### src/rtl/mem_access_unit.sv
// Memory-stage load/store unit: turns an EX/MEM access into a word-wide bus
// transaction with byte enables, extends load data, and stalls the pipeline
// until the access completes, faults as misaligned, or times out.
module mem_access_unit #(
   parameter int unsigned TIMEOUT_CYCLES = 16
) (
   input  logic        CLK,
   input  logic        RESET,
   input  logic        req_valid,
   input  logic        req_write,
   input  logic [2:0]  req_type,
   input  logic [31:0] req_addr,
   input  logic [31:0] req_wdata,
   output logic        stall,
   output logic        resp_valid,
   output logic [31:0] load_data,
   output logic        fault_misaligned,
   output logic        fault_bus,
   output logic        bus_req,
   output logic        bus_we,
   output logic [31:0] bus_addr,
   output logic [3:0]  bus_be,
   output logic [31:0] bus_wdata,
   input  logic        bus_ack,
   input  logic [31:0] bus_rdata
);

   typedef enum logic [1:0] {StIdle, StBusy, StDone} state_e;

   localparam int unsigned CntW = (TIMEOUT_CYCLES > 1) ? $clog2(TIMEOUT_CYCLES + 1) : 1;

   state_e          state_q, state_d;
   logic [CntW-1:0] cnt_q, cnt_d;
   logic [2:0]      type_q, type_d;
   logic [1:0]      off_q, off_d;
   logic            bus_req_q, bus_req_d, bus_we_q, bus_we_d;
   logic [31:0]     bus_addr_q, bus_addr_d, bus_wdata_q, bus_wdata_d;
   logic [3:0]      bus_be_q, bus_be_d;
   logic            resp_valid_q, resp_valid_d, fm_q, fm_d, fb_q, fb_d;
   logic [31:0]     load_data_q, load_data_d;

   logic            misaligned;
   logic [3:0]      req_be;
   logic [31:0]     req_wdata_rep;
   logic [7:0]      rd_byte;
   logic [15:0]     rd_half;
   logic [31:0]     rd_ext;

   // Alignment / legality check of the incoming request.
   always_comb begin
      misaligned = 1'b0;
      case (req_type)
         3'b000, 3'b100: misaligned = 1'b0;
         3'b001, 3'b101: misaligned = req_addr[0];
         3'b010:         misaligned = (req_addr[1:0] != 2'b00);
         default:        misaligned = 1'b1;
      endcase
   end

   // Byte enables and lane-replicated store data for the incoming request.
   always_comb begin
      req_be        = 4'b1111;
      req_wdata_rep = req_wdata;
      case (req_type[1:0])
         2'b00: begin
            req_be        = 4'b0001 << req_addr[1:0];
            req_wdata_rep = {4{req_wdata[7:0]}};
         end
         2'b01: begin
            req_be        = req_addr[1] ? 4'b1100 : 4'b0011;
            req_wdata_rep = {2{req_wdata[15:0]}};
         end
         default: begin
            req_be        = 4'b1111;
            req_wdata_rep = req_wdata;
         end
      endcase
   end

   // Lane select and extension of the returned bus word by latched type/offset.
   always_comb begin
      rd_byte = bus_rdata[{off_q, 3'b000} +: 8];
      rd_half = off_q[1] ? bus_rdata[31:16] : bus_rdata[15:0];
      case (type_q)
         3'b000:  rd_ext = {{24{rd_byte[7]}}, rd_byte};
         3'b100:  rd_ext = {24'h0, rd_byte};
         3'b001:  rd_ext = {{16{rd_half[15]}}, rd_half};
         3'b101:  rd_ext = {16'h0, rd_half};
         default: rd_ext = bus_rdata;
      endcase
   end

   // Next-state and registered-output logic.
   always_comb begin
      state_d      = state_q;
      cnt_d        = cnt_q;
      type_d       = type_q;
      off_d        = off_q;
      bus_req_d    = bus_req_q;
      bus_we_d     = bus_we_q;
      bus_addr_d   = bus_addr_q;
      bus_be_d     = bus_be_q;
      bus_wdata_d  = bus_wdata_q;
      resp_valid_d = 1'b0;
      fm_d         = fm_q;
      fb_d         = fb_q;
      load_data_d  = load_data_q;
      unique case (state_q)
         StIdle: begin
            if (req_valid) begin
               if (misaligned) begin
                  state_d      = StDone;
                  fm_d         = 1'b1;
                  resp_valid_d = 1'b1;
               end else begin
                  state_d     = StBusy;
                  cnt_d       = '0;
                  type_d      = req_type;
                  off_d       = req_addr[1:0];
                  bus_req_d   = 1'b1;
                  bus_we_d    = req_write;
                  bus_addr_d  = {req_addr[31:2], 2'b00};
                  bus_be_d    = req_be;
                  bus_wdata_d = req_wdata_rep;
               end
            end
         end
         StBusy: begin
            if (bus_ack) begin
               state_d      = StDone;
               bus_req_d    = 1'b0;
               bus_we_d     = 1'b0;
               resp_valid_d = 1'b1;
               load_data_d  = bus_we_q ? 32'h0 : rd_ext;
            end else if ((TIMEOUT_CYCLES != 0) &&
                         ((32'(cnt_q) + 32'd1) == TIMEOUT_CYCLES)) begin
               state_d      = StDone;
               bus_req_d    = 1'b0;
               bus_we_d     = 1'b0;
               resp_valid_d = 1'b1;
               fb_d         = 1'b1;
               load_data_d  = 32'h0;
            end else begin
               cnt_d = cnt_q + 1'b1;
            end
         end
         StDone: begin
            state_d     = StIdle;
            fm_d        = 1'b0;
            fb_d        = 1'b0;
            load_data_d = 32'h0;
         end
         default: state_d = StIdle;
      endcase
   end

   // State and output registers, asynchronously cleared.
   always_ff @(posedge CLK or negedge RESET) begin
      if (!RESET) begin
         state_q      <= StIdle;
         cnt_q        <= '0;
         type_q       <= 3'b000;
         off_q        <= 2'b00;
         bus_req_q    <= 1'b0;
         bus_we_q     <= 1'b0;
         bus_addr_q   <= 32'h0;
         bus_be_q     <= 4'h0;
         bus_wdata_q  <= 32'h0;
         resp_valid_q <= 1'b0;
         fm_q         <= 1'b0;
         fb_q         <= 1'b0;
         load_data_q  <= 32'h0;
      end else begin
         state_q      <= state_d;
         cnt_q        <= cnt_d;
         type_q       <= type_d;
         off_q        <= off_d;
         bus_req_q    <= bus_req_d;
         bus_we_q     <= bus_we_d;
         bus_addr_q   <= bus_addr_d;
         bus_be_q     <= bus_be_d;
         bus_wdata_q  <= bus_wdata_d;
         resp_valid_q <= resp_valid_d;
         fm_q         <= fm_d;
         fb_q         <= fb_d;
         load_data_q  <= load_data_d;
      end
   end

   // Stall drops during reset so the pipeline is released immediately.
   assign stall            = req_valid & ~resp_valid_q & RESET;
   assign resp_valid       = resp_valid_q;
   assign load_data        = load_data_q;
   assign fault_misaligned = fm_q;
   assign fault_bus        = fb_q;
   assign bus_req          = bus_req_q;
   assign bus_we           = bus_we_q;
   assign bus_addr         = bus_addr_q;
   assign bus_be           = bus_be_q;
   assign bus_wdata        = bus_wdata_q;

endmodule

### config.mk
export PLATFORM = sky130hd
export DESIGN_NAME = mem_access_unit
export DESIGN_NICKNAME = d
export VERILOG_FILES = /design/src/rtl/mem_access_unit.sv
export SDC_FILE = /design/constraint.sdc
export NUM_CORES = 1
export LEC_CHECK = 0
export ABC_AREA = 1
export BUFFER_PORTS_ARGS = -buffer_cell sky130_fd_sc_hd__clkbuf_2
export CAP_MARGIN = 30
export CORE_MARGIN = 2
export CORE_UTILIZATION = 52
export DETAILED_ROUTE_END_ITERATION = 10
export MAX_ROUTING_LAYER = met4
export PLACE_DENSITY = 0.84
export SLEW_MARGIN = 40
export SYNTH_ARGS = -nofsm -noshare
export SYNTH_HDL_FRONTEND = slang
export SYNTH_SLANG_ARGS = --single-unit
### constraint.sdc
create_clock -name CLK -period 2.47 [get_ports CLK]
set_input_delay 0.247 -clock CLK [delete_from_list [all_inputs] [get_ports CLK]]
set_output_delay 0.247 -clock CLK [all_outputs]
set_load 0.02 [all_outputs]
==> qor.txt, run 1 <==
Status = finished, final reports clean
Most common cell in the netlist = nand2_1
Maximum VDD drop = 0.000583 V
Fmax = 500 MHz
Max Root-Sink Buffers = 2
Crit start category = flip-flop
Synth Cell Area = 0.00561 mm^2
DR vias = 5802
Clk pwr share = 27.9%
Via/cell ratio = 5.21
Largest area contributor in the netlist = dfrtp_1
Hold Crit Depth = 3
Diode count = 0
All-Layer GR Usage = 31.0%
DR pass1 iterations = 5
Yosys cell types = 38
Post-synth EDFFs = 0
Share of cells above drive strength 1 = 27.4%
Critical Path AT = 2440 ps
CP required = 2910 ps
Sequential share of power = 36.0%
Static Leak = 4.36 nW
DRC Markers = 0
Synth area leaders = dfrtp_1, nand2_1, nand3_1, o21ai_0, a21oi_1
Worst Clk Skew = 11.7 ps
Cell Chain, Critical Path = ha_1 > nand2_1 > nor2_1 > nand3_2 > nand2_4 > nand2_4 > inv_1 > nand3_1 > nand2_1
Worst path slowest cell = dfrtp_1
CP Class = flip-flop to flip-flop
RR Endpoint = load_data[7]
Synthesized area per cell = 7.68 um^2
Initial antenna violation count = 0
# IOs = 210
Async S/R FF share, synth = 100%
Power Density = 1070 mW/mm^2
YS warnings = 0
MaxCap Viol Count = 0
Final period utilization = 80.9%
Final Max Slew Viols = 0
Worst R2R Start = cnt_q[0]
Root Buffer Master = clkbuf_8
Initial DRC count = 443
Core ar. = 0.0104 mm^2
CTS sink count = 115
Routability Congestion = 0.972
Reg2reg path depth = 9
CTS HTree Levels = 4
First-pass GRT wire length = 27300 um
Clock latency on the worst-skew pair = 510 ps
Slowest stage delay, CP = 410 ps
WL per Instance = 15.1 um
Rows = 37
Mapped Cells = 730
Switching Share = 41.8%
Post-synth top area share = 51.3%
Largest net degree at the start of global routing = 116
CP max FO = 39
Clock tree from TritonCTS = yes
Final Setup Violations = 0
ANT nets after route = 0
Area grow syn2layout = 35.3%
Final Instance Area = 0.00758 mm^2
Fillers = 819
Slew Limit Headroom = 59.6%
Die Ht = 108 um
Final Power = 0.00809 W
R2R setup slack = 470 ps
Dpl cell area = 0.00667 mm^2
Vias in the first global route = 5665
Die W = 108 um
Worst Setup SP = cnt_q[0]
DPL Wire Length = 11200 um
I/O Buffers = 207
P_sw = 0.00338 W
CP endpoint = load_data[7]
Final nets = 1069
Util after Layout = 72.8%
Int Pwr = 0.00471 W
Final Critical Period = 2000 ps
Congestion Overflow GR = 0
Die footprint = 0.0116 mm^2
Sequential area share after synthesis = 51.3%
Routed WL = 16800 um
Synth cell count leaders = nand2_1, dfrtp_1, nand3_1
RSZ-0062 raised after global routing = false
Final hold slack = 7.40 ps
Post_cts resized = 0
Initial core utilization = 53.8%
Setup TNS = 0 ps
Clk pin slew, worst setup/hold paths = 70 ps
Yosys reg bits = 115
Crit path capture type = flip-flop
Gate power share = 36.1%
Worst-Margin Slew = 606 ps
Total CTS buffers = 17
Final Hold Violating Endpoints = 0
Commonest register cell after synthesis = dfrtp_1
Min-Delay Path Class = input pin to flip-flop
layout by cell type (no fill, tap or decap), types with 3 or more instances in the layout:
| cell type | netlist | routed |
|---|---|---|
| clkbuf_2 | 0 | 206 |
| clkbuf_16 | 0 | 16 |
| o21ai_0 | 46 | 46 |
| buf_12 | 0 | 3 |
| inv_6 | 0 | 3 |
| clkinv_4 | 0 | 6 |
| inv_2 | 4 | 4 |
| nand3_1 | 47 | 47 |
| inv_1 | 37 | 37 |
| or2_2 | 6 | 6 |
| dlygate4sd3_1 | 0 | 37 |
| a31oi_1 | 3 | 3 |
| o21ai_1 | 6 | 6 |
| nand2_1 | 349 | 349 |
| nor2_1 | 24 | 24 |
| buf_4 | 6 | 3 |
| nand2_2 | 3 | 3 |
| a21oi_1 | 29 | 29 |
| dfrtp_1 | 115 | 115 |
cell type report:
class / count / area [um^2] / share of cell area, %
Tap cell: 136 / 170 / 2.24
Timing Repair Buffer: 249 / 1480 / 19.6
Sequential cell: 115 / 2880 / 37.9
Inverter: 43 / 164 / 2.16
Clock inverter: 14 / 121 / 1.60
Clock buffer: 18 / 428 / 5.64
Multi-Input combinational cell: 538 / 2340 / 30.8
cell families (layout without fill, tap and decap cells):
logic type               count (synthesis)  in the layout  share of synthesized area (%)
AO/OA/AOI/OAI                           92             92                           8.82
other                                    1              2                         0.0669
adder cells (fa/ha/maj)                  1              1                          0.223
XOR/XNOR                                 1              1                          0.156
flip-flops                             115            115                           51.3
AND/OR/NAND/NOR                        442            442                           32.4
buffers and inverters                   78            324                           7.01
state kept, by name, summed over array words and instances (netlist names), 2 cells and up:
name,flops
type_q,3
cnt_q,5
bus_wdata,32
load_data,32
state_q,2
off_q,2
bus_addr,30
bus_be,4
layer usage:
metal / up-vias / wire length (um) / track usage [%]
met3: 47 / 1470 / 6.42
met5: - / 0 / -
met1: 2643 / 6650 / 38.6
li1: 2767 / - / -
met4: 0 / 509 / 12.3
met2: 345 / 8140 / 49.8
power by group through the flow:
| stage | logic, W | registers, W | clock network, W |
|---|---|---|---|
| finish | 0.00292 | 0.00291 | 0.00226 |
| global route | 0.00321 | 0.00298 | 0.00237 |
| global placement | 0.00279 | 0.00290 | 0 |
| CTS | 0.00291 | 0.00290 | 0.00227 |
| floorplan | 0.00120 | 0.00353 | 0 |
| detailed placement | 0.00285 | 0.00290 | 0 |
worst max-delay path, delay by kind of cell, from the launching register on:
kind	cells	cell delay, ps
flops	1	410
buf+inv	1	370
simple gates	7	940
fa+ha+maj	1	210
worst min-delay path by stage:
stage,endpoint,startpoint,slack [ps]
4_1_cts,bus_wdata[7],req_wdata[7],0.7
3_5_place_dp,fault_bus,RESET,410
5_1_grt,bus_wdata[4],req_wdata[4],20
6_report,bus_wdata[4],req_wdata[4],7
2_1_floorplan,bus_addr[10],RESET,-50
3_3_place_gp,fault_bus,RESET,420
metrics by stage:
| stage | setup slack [ps] | std cells |
|---|---|---|
| floorplan | 922 | 731 |
| global placement | 540 | 1044 |
| detailed placement | 491 | 1044 |
| CTS | 476 | 1113 |
| global route | 213 | 1113 |
| finish | 471 | 1113 |
what timing repair did:
item | CTS | global route
hold endpoints to repair | 151 | 0
setup buffers | 0 | 0
hold buffers | 37 | 0
Note: power is estimated with default switching activity, not from simulation.
==> run 2, diff against run 1 <==
Settings changed: ABC_AREA 1 to 0, CORE_UTILIZATION 52 to 49, PLACE_DENSITY 0.84 to 0.8.
Clock period 2.47 ns to 1.9 ns, I/O delays scaled along.
==> run 2 against run 1 <==
Compared with the run above: combinational power grew 27%; hold slack gained 7.7 ps; clock power grew 40%; global-route usage shrank 2.1 points; via count shrank 12%; routed wire length shrank 1.7%; synthesized cell count shrank 33%; clock skew shrank 6.5 ps; clock-buffer cell count is the same.
==> qor.txt, run 2 <==
Status = finished, final reports clean
CTS sink count = 115 (unchanged)
Worst-Margin Slew = 655 ps (+49.0 ps)
Commonest cells after routing, fill and taps aside = clkbuf_2, dfrtp_1, dlygate4sd3_1
Rows = 38 (+2.7%)
Root Buffer Master = clkbuf_8
ANT nets after route = 0 (unchanged)
Min-Delay Path Class = input pin to flip-flop
Yosys reg bits = 115 (unchanged)
Synth cell count leaders = dfrtp_1, nand2_1, o21ai_0
Worst setup margin = 63.4 ps (-407 ps)
Congestion Overflow GR = 0 (unchanged)
CP max FO = 9 (-77%)
Dpl cell area = 0.00670 mm^2 (+0.47%)
Most common cell in the netlist = dfrtp_1
Die Ht = 110 um (+1.7%)
RSZ-0062 raised after global routing = false
Final Max Slew Viols = 0 (unchanged)
Sequential share of power = 35.2% (-0.8 points)
Hold Startpoint = req_wdata[14]
DR pass1 iterations = 5 (unchanged)
Routed WL = 16500 um (-1.7%)
Gate power share = 35.0% (-1.1 points)
Commonest register cell after synthesis = dfrtp_1
All-Layer GR Usage = 28.9% (-2.1 points)
Synth Cell Area = 0.00547 mm^2 (-2.5%)
Final hold slack = 15.1 ps (+7.65 ps)
Static Leak = 4.10 nW (-6.1%)
Area grow syn2layout = 48.0%
Die W = 110 um (+1.7%)
Final period utilization = 96.7% (+16 points)
Clk pwr share = 29.8% (+1.9 points)
Worst R2R Start = off_q[1]
Power Density = 1310 mW/mm^2 (+23%)
Post-synth top area share = 52.6% (+1.3 points)
Fmax = 544 MHz (+8.8%)
Mapped Cells = 492 (-33%)
Pre-CTS setup slack = 53.2 ps (-438 ps)
Share of cells above drive strength 1 = 39.3% (+12 points)
Async S/R FF share, synth = 100% (unchanged)
DPL Wire Length = 10400 um (-7.0%)
Worst Clk Skew = 5.20 ps (-6.46 ps)
Clock tree from TritonCTS = yes
Clk pin slew, worst setup/hold paths = 60 ps (about the same)
Slew Limit Headroom = 56.3% (-3.3 points)
CTS HTree Levels = 4 (unchanged)
CP Buf/Inv Count = 1 (unchanged)
CP Class = flip-flop to flip-flop
DR vias = 5097 (-12%)
Die footprint = 0.0120 mm^2 (+3.3%)
DRC Markers = 0 (unchanged)
Total CTS buffers = 17 (unchanged)
Critical Path AT = 2220 ps (-220 ps)
Post-synth EDFFs = 0 (unchanged)
Crit path capture type = flip-flop
Sequential area share after synthesis = 52.6% (+1.3 points)
Family with the most delay on the worst path = multiplexers
I/O Buffers = 207 (unchanged)
Clock latency on the worst-skew pair = 510 ps (about the same)
Largest net degree at the start of global routing = 116 (unchanged)
Commonest non-fill, non-tap cell in the layout = clkbuf_2
Largest area contributor in the netlist = dfrtp_1
Cell Chain, Critical Path = mux4_2 > o21a_1 > buf_4 > a221o_1
R2R setup slack = 60 ps (-410 ps)
Synthesized area per cell = 11.1 um^2 (+45%)
Yosys cell types = 53 (+39%)
P_sw = 0.00384 W (+14%)
Worst Setup SP = off_q[1]
Synth area leaders = dfrtp_1, mux2_4, mux2i_1, nand2_1, o21ai_0
Initial core utilization = 50.4% (-3.4 points)
Core ar. = 0.0108 mm^2 (+4.1%)
Setup TNS = 0 ps (unchanged)
Initial DRC count = 350 (-21%)
YS warnings = 0 (unchanged)
CP required = 2290 ps (-620 ps)
MaxCap Viol Count = 0 (unchanged)
Initial antenna violation count = 0 (unchanged)
Maximum VDD drop = 0.000917 V (+57%)
Final Hold Violating Endpoints = 0 (unchanged)
Diode count = 0 (unchanged)
Routability Congestion = 0.839 (-14%)
Worst path slowest cell = mux4_2
WL per Instance = 17.7 um (+17%)
Via/cell ratio = 5.46 (+4.8%)
Max Root-Sink Buffers = 2 (unchanged)
Final Setup Violations = 0 (unchanged)
Slowest stage delay, CP = 570 ps (+160 ps)
Final nets = 885 (-17%)
First-pass GRT wire length = 25700 um (-5.8%)
Switching Share = 36.2% (-5.5 points)
Number of setup buffers added after CTS = 0 (unchanged)
Int Pwr = 0.00676 W (+44%)
# IOs = 210 (unchanged)
Crit start category = flip-flop
Final Instance Area = 0.00809 mm^2 (+6.6%)
Final Critical Period = 1840 ps (-163 ps)
Vias in the first global route = 5183 (-8.5%)
[run 2: changes by cell type in the layout (fill, tap and decap cells not counted), sizes merged, moves of 8 or more]
cell	delta
mux2	+41
mux2i	+31
dlygate4sd3	+42
inv	-39
nor2b	+14
nand3	-46
buf	+15
nand2	-284
o22ai	+8
a221o	+16
[run 2: power by group through the flow]
stage,sequential [W],clock [W],combinational [W]
after floorplan,0.00443,0,0.00151
after global placement,0.00371,0,0.00343
after detailed placement,0.00373,0,0.00352
after CTS,0.00371,0.00320,0.00367
after global routing,0.00381,0.00332,0.00400
final,0.00373,0.00316,0.00371
[run 2: final timing paths]
path                                  to  cells after the start
min                        bus_wdata[14]                      3
min in group asynchronous   load_data[3]                      3
max reg2reg                load_data[28]                      4
min reg2reg                 load_data[1]                      2
max                        load_data[28]                      4
max in group asynchronous  load_data[15]                      3
[run 2: cells by family after synthesis]
logic type | count (synthesis) | synth area share, %
other | 1 | 0.0686
buffers and inverters | 46 | 4.12
adders and majority gates | 1 | 0.229
and+or+nand+nor | 130 | 11.1
muxes | 73 | 16.5
AOI/OAI and AO/OA | 126 | 15.3
DFF | 115 | 52.6
[run 2: what timing repair did]
action | CTS | global route
hold endpoints to repair | 194 | 0
gates resized for setup | 0 | 4
setup endpoints to repair | 0 | 18
hold buffers | 79 | 0
[run 2: per-layer routing]
layer / track usage [%] / vias to the layer above / routed length [um]
li1: - / 2341 / -
met5: - / - / 0
met1: 34.5 / 2445 / 6620
met4: 12.7 / 0 / 375
met3: 6.40 / 40 / 1200
met2: 47.0 / 271 / 8290
[run 2: worst min-delay path: stages]
cell and delay (ps):
clkbuf_2 90, mux2i_1 110, o21ai_0 90
[run 2: final cells by class]
cell class	instances	area (um^2)
clock buffers	18	428
flip-flops and latches	115	2880
fillers	730	2750
clock inverters	14	163
inverters	8	30.0
repair buffers	306	2020
well taps	140	175
multi-input cells	332	2400
[run 2: per-stage QoR]
stage	power (W)	utilization (%)	instances
after floorplan	0.00593	-	493
after global placement	0.00713	61.8	822
after detailed placement	0.00725	61.8	822
after CTS	0.0106	74.5	933
after global routing	0.0111	74.6	933
final	0.0106	74.6	933
